`src/rtl/det_if.sv`:
```
`default_nettype none
// ============================================================================
//  Module      : det_if
//  Description : Command/result bundle between the command decoder and the
//                det_seq determinant engine. The decoder side (master)
//                drives the request; the engine side (slave) returns status
//                and results.
//  Revision    : 1.0 - initial release
// ============================================================================
interface det_if #(
    parameter int DATA_W = 8,
    parameter int OUT_W  = 8,
    parameter int ACC_W  = 3*DATA_W+3
);
    // Request: start pulse, matrix size select, row-major matrix elements
    logic                  start;
    logic                  size;
    logic [9*DATA_W-1:0]   mat;

    // Status and results
    logic                  busy;
    logic                  done;
    logic [ACC_W-1:0]      det_full;
    logic [OUT_W-1:0]      det;
    logic                  ovf;

    modport master (
        output start,
        output size,
        output mat,
        input  busy,
        input  done,
        input  det_full,
        input  det,
        input  ovf
    );

    modport slave (
        input  start,
        input  size,
        input  mat,
        output busy,
        output done,
        output det_full,
        output det,
        output ovf
    );
endinterface
`default_nettype wire

```
`src/rtl/det_seq.sv`:
```
`default_nettype none
// ============================================================================
//  Module      : det_seq
//  Description : Sequential signed determinant engine for 2x2 and 3x3
//                matrices. One shared multiplier is time-multiplexed between
//                minor products and row-0 cofactor scaling. Latency is fixed:
//                done rises 3 edges (2x2) or 10 edges (3x3) after start is
//                sampled.
//                Build option: define DET_SAT_EN to clamp the narrowed result
//                det on overflow; otherwise det wraps (low OUT_W bits).
//                ACC_W must be at least 3*DATA_W+3 for exact results.
//  Revision    : 1.0 - initial release
// ============================================================================
module det_seq #(
    parameter int DATA_W = 8,
    parameter int OUT_W  = 8,
    parameter int ACC_W  = 3*DATA_W+3
) (
    input  wire logic clk,
    input  wire logic rst,
    det_if.slave      bus
);

    // ------------------------------------------------------------------------
    // Derived widths
    // ------------------------------------------------------------------------
    // A 2x2 minor (difference of two element products) needs one bit more
    // than a single product; the shared multiplier therefore takes an element
    // on one side and a minor-wide operand on the other.
    localparam int MW = 2*DATA_W+1;
    localparam int PW = DATA_W+MW;

    // ------------------------------------------------------------------------
    // State encoding
    // ------------------------------------------------------------------------
    localparam logic [2:0] S_IDLE    = 3'd0;
    localparam logic [2:0] S_MINOR_A = 3'd1;
    localparam logic [2:0] S_MINOR_B = 3'd2;
    localparam logic [2:0] S_SCALE   = 3'd3;
    localparam logic [2:0] S_FINISH  = 3'd4;

    localparam logic [1:0] c_LAST_COL = 2'd2;

    // ------------------------------------------------------------------------
    // Registers
    // ------------------------------------------------------------------------
    logic [2:0]                     r_state;
    logic [1:0]                     r_col;
    logic                           r_size;
    logic [8:0][DATA_W-1:0]         r_mat;
    logic signed [ACC_W-1:0]        r_acc;
    logic signed [MW-1:0]           r_minor;
    logic                           r_done;
    logic [ACC_W-1:0]               r_det_full;
    logic [OUT_W-1:0]               r_det;
    logic                           r_ovf;

    // ------------------------------------------------------------------------
    // Combinational wires
    // ------------------------------------------------------------------------
    logic [1:0]                     w_col_p;
    logic [1:0]                     w_col_q;
    logic [1:0]                     w_row_hi;
    logic [1:0]                     w_row_lo;
    logic [1:0]                     w_row_a;
    logic [1:0]                     w_col_a;
    logic [1:0]                     w_row_b;
    logic [1:0]                     w_col_b;
    logic [3:0]                     w_idx_a;
    logic [3:0]                     w_idx_b;
    logic [DATA_W-1:0]              w_elem_a;
    logic [DATA_W-1:0]              w_elem_b;
    logic signed [DATA_W-1:0]       w_mul_a;
    logic signed [MW-1:0]           w_mul_b;
    logic signed [PW-1:0]           w_prod;
    logic signed [MW-1:0]           w_prod_minor;
    logic signed [ACC_W-1:0]        w_prod_ext;
    logic [OUT_W-1:0]               w_det_next;
    logic                           w_ovf;

    // ------------------------------------------------------------------------
    // Minor column pair (p<q, both != j) and the two rows feeding the minor.
    // A 2x2 op reuses the same machinery with rows 0/1 and columns 0/1, so
    // a00*a11 - a01*a10 falls out of the MINOR_A/MINOR_B pair directly.
    // ------------------------------------------------------------------------
    always_comb begin
        w_col_p  = 2'd0;
        w_col_q  = 2'd1;
        w_row_hi = 2'd0;
        w_row_lo = 2'd1;
        if (r_size) begin
            w_row_hi = 2'd1;
            w_row_lo = 2'd2;
            case (r_col)
                2'd0: begin
                    w_col_p = 2'd1;
                    w_col_q = 2'd2;
                end
                2'd1: begin
                    w_col_p = 2'd0;
                    w_col_q = 2'd2;
                end
                default: begin
                    w_col_p = 2'd0;
                    w_col_q = 2'd1;
                end
            endcase
        end
    end

    // ------------------------------------------------------------------------
    // Multiplier operand steering: first minor product, second minor
    // product, or row-0 element times the finished minor.
    // ------------------------------------------------------------------------
    always_comb begin
        w_row_a = w_row_hi;
        w_col_a = w_col_p;
        w_row_b = w_row_lo;
        w_col_b = w_col_q;
        case (r_state)
            S_MINOR_B: begin
                w_row_a = w_row_hi;
                w_col_a = w_col_q;
                w_row_b = w_row_lo;
                w_col_b = w_col_p;
            end
            S_SCALE: begin
                w_row_a = 2'd0;
                w_col_a = r_col;
                w_row_b = w_row_lo;
                w_col_b = w_col_q;
            end
            default: begin
                w_row_a = w_row_hi;
                w_col_a = w_col_p;
                w_row_b = w_row_lo;
                w_col_b = w_col_q;
            end
        endcase
    end

    // Row-major flat index r*3+c into the latched matrix
    assign w_idx_a  = ({2'b00, w_row_a} * 4'd3) + {2'b00, w_col_a};
    assign w_idx_b  = ({2'b00, w_row_b} * 4'd3) + {2'b00, w_col_b};
    assign w_elem_a = r_mat[w_idx_a];
    assign w_elem_b = r_mat[w_idx_b];

    // Shared signed multiplier; the second operand is either a sign-extended
    // element or the minor accumulated in r_minor.
    assign w_mul_a  = $signed(w_elem_a);
    assign w_mul_b  = (r_state == S_SCALE) ? r_minor
                    : $signed({{(MW-DATA_W){w_elem_b[DATA_W-1]}}, w_elem_b});
    assign w_prod   = w_mul_a * w_mul_b;

    // Element*element products fit in MW bits, so the low slice is exact
    assign w_prod_minor = $signed(w_prod[MW-1:0]);
    assign w_prod_ext   = $signed({{(ACC_W-PW){w_prod[PW-1]}}, w_prod});

    // ------------------------------------------------------------------------
    // Narrowing and overflow detection on the final accumulator value.
    // The value fits OUT_W exactly when every bit from OUT_W-1 upward equals
    // the sign bit.
    // ------------------------------------------------------------------------
    if (OUT_W < ACC_W) begin : g_narrow
        logic [OUT_W-1:0] w_wrap;
        logic [OUT_W-1:0] w_sat_max;
        logic [OUT_W-1:0] w_sat_min;

        assign w_wrap    = r_acc[OUT_W-1:0];
        assign w_sat_max = {1'b0, {(OUT_W-1){1'b1}}};
        assign w_sat_min = {1'b1, {(OUT_W-1){1'b0}}};
        assign w_ovf     = (|r_acc[ACC_W-1:OUT_W-1]) & ~(&r_acc[ACC_W-1:OUT_W-1]);
`ifdef DET_SAT_EN
        assign w_det_next = w_ovf ? (r_acc[ACC_W-1] ? w_sat_min : w_sat_max)
                                  : w_wrap;
`else
        assign w_det_next = w_wrap;
`endif
    end else if (OUT_W == ACC_W) begin : g_equal
        assign w_ovf      = 1'b0;
        assign w_det_next = r_acc;
    end else begin : g_widen
        assign w_ovf      = 1'b0;
        assign w_det_next = {{(OUT_W-ACC_W){r_acc[ACC_W-1]}}, r_acc};
    end

    // ------------------------------------------------------------------------
    // Control FSM: sequencing of minor products, scaling and column index
    // ------------------------------------------------------------------------
    always_ff @(posedge clk) begin
        if (rst) begin
            r_state <= S_IDLE;
            r_col   <= 2'd0;
            r_size  <= 1'b0;
        end else begin
            case (r_state)
                S_IDLE: begin
                    if (bus.start) begin
                        r_size  <= bus.size;
                        r_col   <= 2'd0;
                        r_state <= S_MINOR_A;
                    end
                end
                S_MINOR_A: begin
                    r_state <= S_MINOR_B;
                end
                S_MINOR_B: begin
                    r_state <= r_size ? S_SCALE : S_FINISH;
                end
                S_SCALE: begin
                    if (r_col == c_LAST_COL) begin
                        r_state <= S_FINISH;
                    end else begin
                        r_col   <= r_col + 2'd1;
                        r_state <= S_MINOR_A;
                    end
                end
                S_FINISH: begin
                    r_state <= S_IDLE;
                end
                default: begin
                    r_state <= S_IDLE;
                end
            endcase
        end
    end

    // ------------------------------------------------------------------------
    // Datapath: operand latch, minor register and determinant accumulator
    // ------------------------------------------------------------------------
    always_ff @(posedge clk) begin
        if (rst) begin
            r_mat   <= '0;
            r_acc   <= '0;
            r_minor <= '0;
        end else begin
            case (r_state)
                S_IDLE: begin
                    if (bus.start) begin
                        r_mat   <= bus.mat;
                        r_acc   <= '0;
                        r_minor <= '0;
                    end
                end
                S_MINOR_A: begin
                    if (r_size) begin
                        r_minor <= w_prod_minor;
                    end else begin
                        r_acc   <= w_prod_ext;
                    end
                end
                S_MINOR_B: begin
                    if (r_size) begin
                        r_minor <= r_minor - w_prod_minor;
                    end else begin
                        r_acc   <= r_acc - w_prod_ext;
                    end
                end
                S_SCALE: begin
                    // Cofactor sign alternates +,-,+ along row 0
                    if (r_col == 2'd1) begin
                        r_acc <= r_acc - w_prod_ext;
                    end else begin
                        r_acc <= r_acc + w_prod_ext;
                    end
                end
                default: begin
                end
            endcase
        end
    end

    // ------------------------------------------------------------------------
    // Result registers and done pulse; results hold until the next FINISH
    // ------------------------------------------------------------------------
    always_ff @(posedge clk) begin
        if (rst) begin
            r_done     <= 1'b0;
            r_det_full <= '0;
            r_det      <= '0;
            r_ovf      <= 1'b0;
        end else begin
            r_done <= 1'b0;
            if (r_state == S_FINISH) begin
                r_det_full <= r_acc;
                r_det      <= w_det_next;
                r_ovf      <= w_ovf;
                r_done     <= 1'b1;
            end
        end
    end

    // ------------------------------------------------------------------------
    // Outputs
    // ------------------------------------------------------------------------
    assign bus.busy     = (r_state != S_IDLE);
    assign bus.done     = r_done;
    assign bus.det_full = r_det_full;
    assign bus.det      = r_det;
    assign bus.ovf      = r_ovf;

endmodule
`default_nettype wire
```
`src/flat_wrapper.sv`:
```
// flat-port wrapper written by rule: the top's interface ports become plain ports
module det_seq_flat 
#(
    parameter int DATA_W = 8,
    parameter int OUT_W  = 8,
    parameter int ACC_W  = 3*DATA_W+3
)
  (clk, rst, bus_start, bus_size, bus_mat, bus_busy, bus_done, bus_det_full, bus_det, bus_ovf);
  det_if #(.DATA_W(DATA_W), .OUT_W(OUT_W), .ACC_W(ACC_W)) bus_i ();
  input  wire logic clk;
  input  wire logic rst;
  input wire logic [$bits(bus_i.start)-1:0] bus_start;
  input wire logic [$bits(bus_i.size)-1:0] bus_size;
  input wire logic [$bits(bus_i.mat)-1:0] bus_mat;
  output wire logic [$bits(bus_i.busy)-1:0] bus_busy;
  output wire logic [$bits(bus_i.done)-1:0] bus_done;
  output wire logic [$bits(bus_i.det_full)-1:0] bus_det_full;
  output wire logic [$bits(bus_i.det)-1:0] bus_det;
  output wire logic [$bits(bus_i.ovf)-1:0] bus_ovf;
  assign bus_i.start = bus_start;
  assign bus_i.size = bus_size;
  assign bus_i.mat = bus_mat;
  assign bus_busy = bus_i.busy;
  assign bus_done = bus_i.done;
  assign bus_det_full = bus_i.det_full;
  assign bus_det = bus_i.det;
  assign bus_ovf = bus_i.ovf;
  det_seq #(.DATA_W(DATA_W), .OUT_W(OUT_W), .ACC_W(ACC_W)) u_core (.clk(clk), .rst(rst), .bus(bus_i));
endmodule
```
`config.mk`:
```
export PLATFORM = sky130hd
export DESIGN_NAME = det_seq_flat
export DESIGN_NICKNAME = d
export VERILOG_FILES = /design/src/rtl/det_if.sv /design/src/rtl/det_seq.sv /design/src/flat_wrapper.sv
export SDC_FILE = /design/constraint.sdc
export NUM_CORES = 1
export LEC_CHECK = 0
export BUFFER_PORTS_ARGS = -buffer_cell sky130_fd_sc_hd__clkbuf_2
export CORE_MARGIN = 5
export CORE_UTILIZATION = 25
export CTS_CLUSTER_SIZE = 25
export DETAILED_ROUTE_END_ITERATION = 7
export PLACE_DENSITY = 0.38
export SKIP_CTS_REPAIR_TIMING = 1
export SYNTH_ARGS = -nofsm -noshare
export SYNTH_HDL_FRONTEND = slang
export SYNTH_SLANG_ARGS = --single-unit
export TNS_END_PERCENT = 1
```
`constraint.sdc`:
```
create_clock -name clk -period 15.6 [get_ports clk]
set_input_delay 2.34 -clock clk [delete_from_list [all_inputs] [get_ports clk]]
set_output_delay 2.34 -clock clk [all_outputs]
set_load 0.01 [all_outputs]
```
==> run_results.csv <==
group,metric,value,unit
outcome,run_status,"completed",
timing,post-route-min-period,11380,ps
synthesis,post_synthesis_mux_area_share,5.629,%
final_layout,n_fill_cell,6599,
routing,viasPerCell,4.869,
timing,final_min_period_over_clock_period,72.97,%
cts,ctsLongestPathBuffers,2,
placement,buffer_ports.inserted,113,
synthesis,netlist_top_cells_area,"dfxtp_1, fa_1, ha_1",
floorplanning,chipWidth,255.5,um
synthesis,synthesis.yosys.warnings,0,
synthesis,synth-async-reset-ratio,0,%
routing,first_pass_iters,6,
floorplanning,fp.coreArea,0.06002,mm2
worst_setup_path,critPathKind,"reg -> reg",
worst_setup_path,worst-path-max-fanout,20,
routing,drcViolationCount,0,
placement,placed_cells,2741,
timing,grt_setup_unrepaired,"false",
timing,tightestPinTransition,1064,ps
power,static-leakage-power,7.391,nW
global_route,pin_count_of_the_biggest_net_entering_global_routing,92,
floorplanning,dieArea,0.06529,mm2
placement,gpl.final_weighted_congestion,0.8369,
final_layout,antennaDiodeCount,0,
synthesis,postSynth.topFlopCell,"dfxtp_1",
synthesis,synth_most_common_cell,"nand2_1",
worst_setup_path,worst_path_max_delay_cell,"fa_1",
timing,fin_setup_tns,0,ps
routing,iteration_0_drc_count_of_the_detailed_router,758,
routing,route.layer.met1.wl,25020,um
synthesis,number_of_flops_mapped_to_enable_cells_by_yosys,0,
timing,maxClockFrequency,87.85,MHz
hold_path,hold_class,"reg -> reg",
worst_setup_path,critical_path_buf_inv_count,1,
worst_setup_path,worstPathRequired,15950,ps
cts,cts-buffers-inserted,17,
final_layout,final-seq-area,0.003023,mm2
timing,finalSetupViolCount,0,
cts,cts_htree_levels,4,
global_route,first_global_vias,13578,
synthesis,ys_seq_elements,151,
synthesis,synth.cell_area,0.01507,mm2
synthesis,synth_largest_type_area_fraction,20.06,%
routing,drt.antenna.violating_nets,0,
synthesis,synth.top_cells.by_count,"nand2_1, inv_1, nor2_1",
cts,cts.clk_slew.worst_paths,70,ps
final_layout,layout.nets,2290,
synthesis,compound_gate_fraction_of_synth_area,19.01,%
cts,cts.sink_count,151,
cts,tritoncts_clock_tree,"yes",
routing,drt_wl_total,51710,um
worst_setup_path,timing.critical_path.from_type,"flop",
worst_setup_path,cp-end-kind,"flop",
worst_setup_path,worst_path_most_repeated_cell,"fa_1",
synthesis,synth.yosys.seq_area_share,20.06,%
placement,placement.setup.worst_slack,4269,ps
synthesis,main_combinational_cell_family_by_area_after_synthesis,"adder cells",
power,p_per_area,104.5,mW/mm2
routing,met2_length,23830,um
worst_setup_path,critPathMaxStageDelay,1080,ps
floorplanning,floorplan.rows,90,
synthesis,netlist-cell-type-count,77,
synthesis,synth_cells,1926,
final_layout,areaGrowthSynthToFinish,12.43,%
routing,detailroute.wirelength.met3,1814,um
routing,wl_per_cell,18.65,um
global_route,grt_pass1_wl,80480,um
synthesis,synth_largest_area_cell,"dfxtp_1",
placement,place_hpwl,41250,um
timing,finalHoldViolations,0,
global_route,antenna_violations_before_repair,0,
worst_setup_path,cp_top_family,"adder cells",
final_layout,drive_above_1_share,10.85,%
final_layout,multi_input_comb_area,0.01084,mm2
synthesis,syn_nets,2238,
synthesis,postSynthAreaPerCell,7.824,um2
timing,finClkSkew,11.58,ps
power,design_power_total,1.771,mW
timing,final_max_slew_viol_count,0,
routing,route.vias.total,13497,
synthesis,synth_simple_gate_area_share,19.04,%
timing,setup_ws,4217,ps
floorplanning,start_util,25.11,%
synthesis,synth-adder-area-share,25.27,%
final_layout,final-instance-count-excl-fill,2772,
synthesis,synth-xor-area-share,2.906,%
worst_setup_path,cp_data_arrival_time,11740,ps
power,vdd_drop_max,0.08129,mV
cts,clk-insertion-delay-late,470,ps
floorplanning,die_extent_in_y,255.5,um
timing,max_transition_margin,29.10,%
global_route,grt-ovfl-total,0,
flow_run,drv.max_cap_violation_count,0,
routing,top_metal_used,"met4",
cts,cts_root_buffer,"clkbuf_16",
floorplanning,floorplan.io_pins,114,
global_route,groute.usage.overall,15.54,%
[report_power, final]
group	internal, mW	leakage [nW]	switching (mW)	total (mW)
Clock	0.210	0.273	0.204	0.414
Sequential	0.408	1.23	0.0317	0.440
Combinational	0.352	5.89	0.565	0.917
Total	0.970	7.39	0.801	1.77
[placed cells by master (no fill, tap or decap), drive strengths merged, types with 9 or more instances in the layout]
cell type	netlist	final
a221oi	11	11
a21oi	181	181
nand2b	20	20
a211oi	16	16
buf	17	26
dfxtp	151	151
o21a	9	9
nor2b	11	11
o21ai	71	71
inv	209	219
o211ai	17	17
fa	114	114
nand4	10	10
and2	16	16
o22ai	12	12
nor3	32	32
nand3	22	22
mux4	24	24
a22oi	17	17
ha	122	122
mux2i	24	24
xnor2	42	42
nand2	315	315
o221ai	10	10
a21o	22	22
clkbuf	88	129
nor2	202	202
or3	11	11
[path summary, 6_finish.rpt]
check	slack, ps	depth (start not counted)	start	to
worst min register to register	460	2	u_core.bus.det_full[24]$_SDFFE_PP0P_	u_core.bus.det_full[24]$_SDFFE_PP0P_
worst min-delay path	460	2	u_core.bus.det_full[24]$_SDFFE_PP0P_	u_core.bus.det_full[24]$_SDFFE_PP0P_
worst max register to register	4220	29	u_core.r_state[1]$_SDFFE_PP0N_	u_core.r_acc[24]$_SDFFE_PP0P_
worst max-delay path	4220	29	u_core.r_state[1]$_SDFFE_PP0N_	u_core.r_acc[24]$_SDFFE_PP0P_
[through the flow]
| stage | cell area, um2 | hold WS (ps) | utilization, % |
|---|---|---|---|
| 2_1_floorplan | 15070 | 433.3 | - |
| 3_3_place_gp | 16390 | 444.0 | 27.30 |
| 3_5_place_dp | 16390 | 450.5 | 27.30 |
| 4_1_cts | 16940 | 461.4 | 28.23 |
| 5_1_grt | 16940 | 480.3 | 28.23 |
| 6_report | 16940 | 456.6 | 28.23 |
[area by class of cell]
class	instances	area share, %
clock buffers	17	2.511
clock inverters	14	0.7754
inverters	209	4.630
multi-input cells	1461	64.01
flip-flops and latches	151	17.84
well taps	782	5.775
repair buffers	138	4.461
[sequential cells by signal (all words and copies together), names as in the netlist]
signal	flops
u_core.bus.ovf	1
u_core.r_mat	72
u_core.bus.det_full	27
u_core.bus.done	1
u_core.r_size	1
u_core.r_col	2
u_core.r_state	3
u_core.r_minor	17
u_core.r_acc	27
[per-layer routing]
| layer | vias up | GRT usage, % |
|---|---|---|
| li1 | 6635 | - |
| met1 | 6592 | 21.49 |
| met2 | 219 | 25.32 |
| met3 | 51 | 2.664 |
| met4 | 0 | 4.093 |
| met5 | - | 0 |
[logic make-up after synthesis]
group,count (synthesis)
AOI/OAI and AO/OA,450
xor gates and xnor gates,50
adders and majority gates,236
and+or+nand+nor,673
DFF,151
muxes,52
buffers and inverters,314
[tightest hold or removal path: cells and delay by family, from the launching register on]
kind / cells / cell delay, ps
AND/OR/NAND/NOR: 1 / 50
flip-flops: 1 / 310
AO/OA/AOI/OAI: 1 / 50
Power figures use the tool's default switching activity.
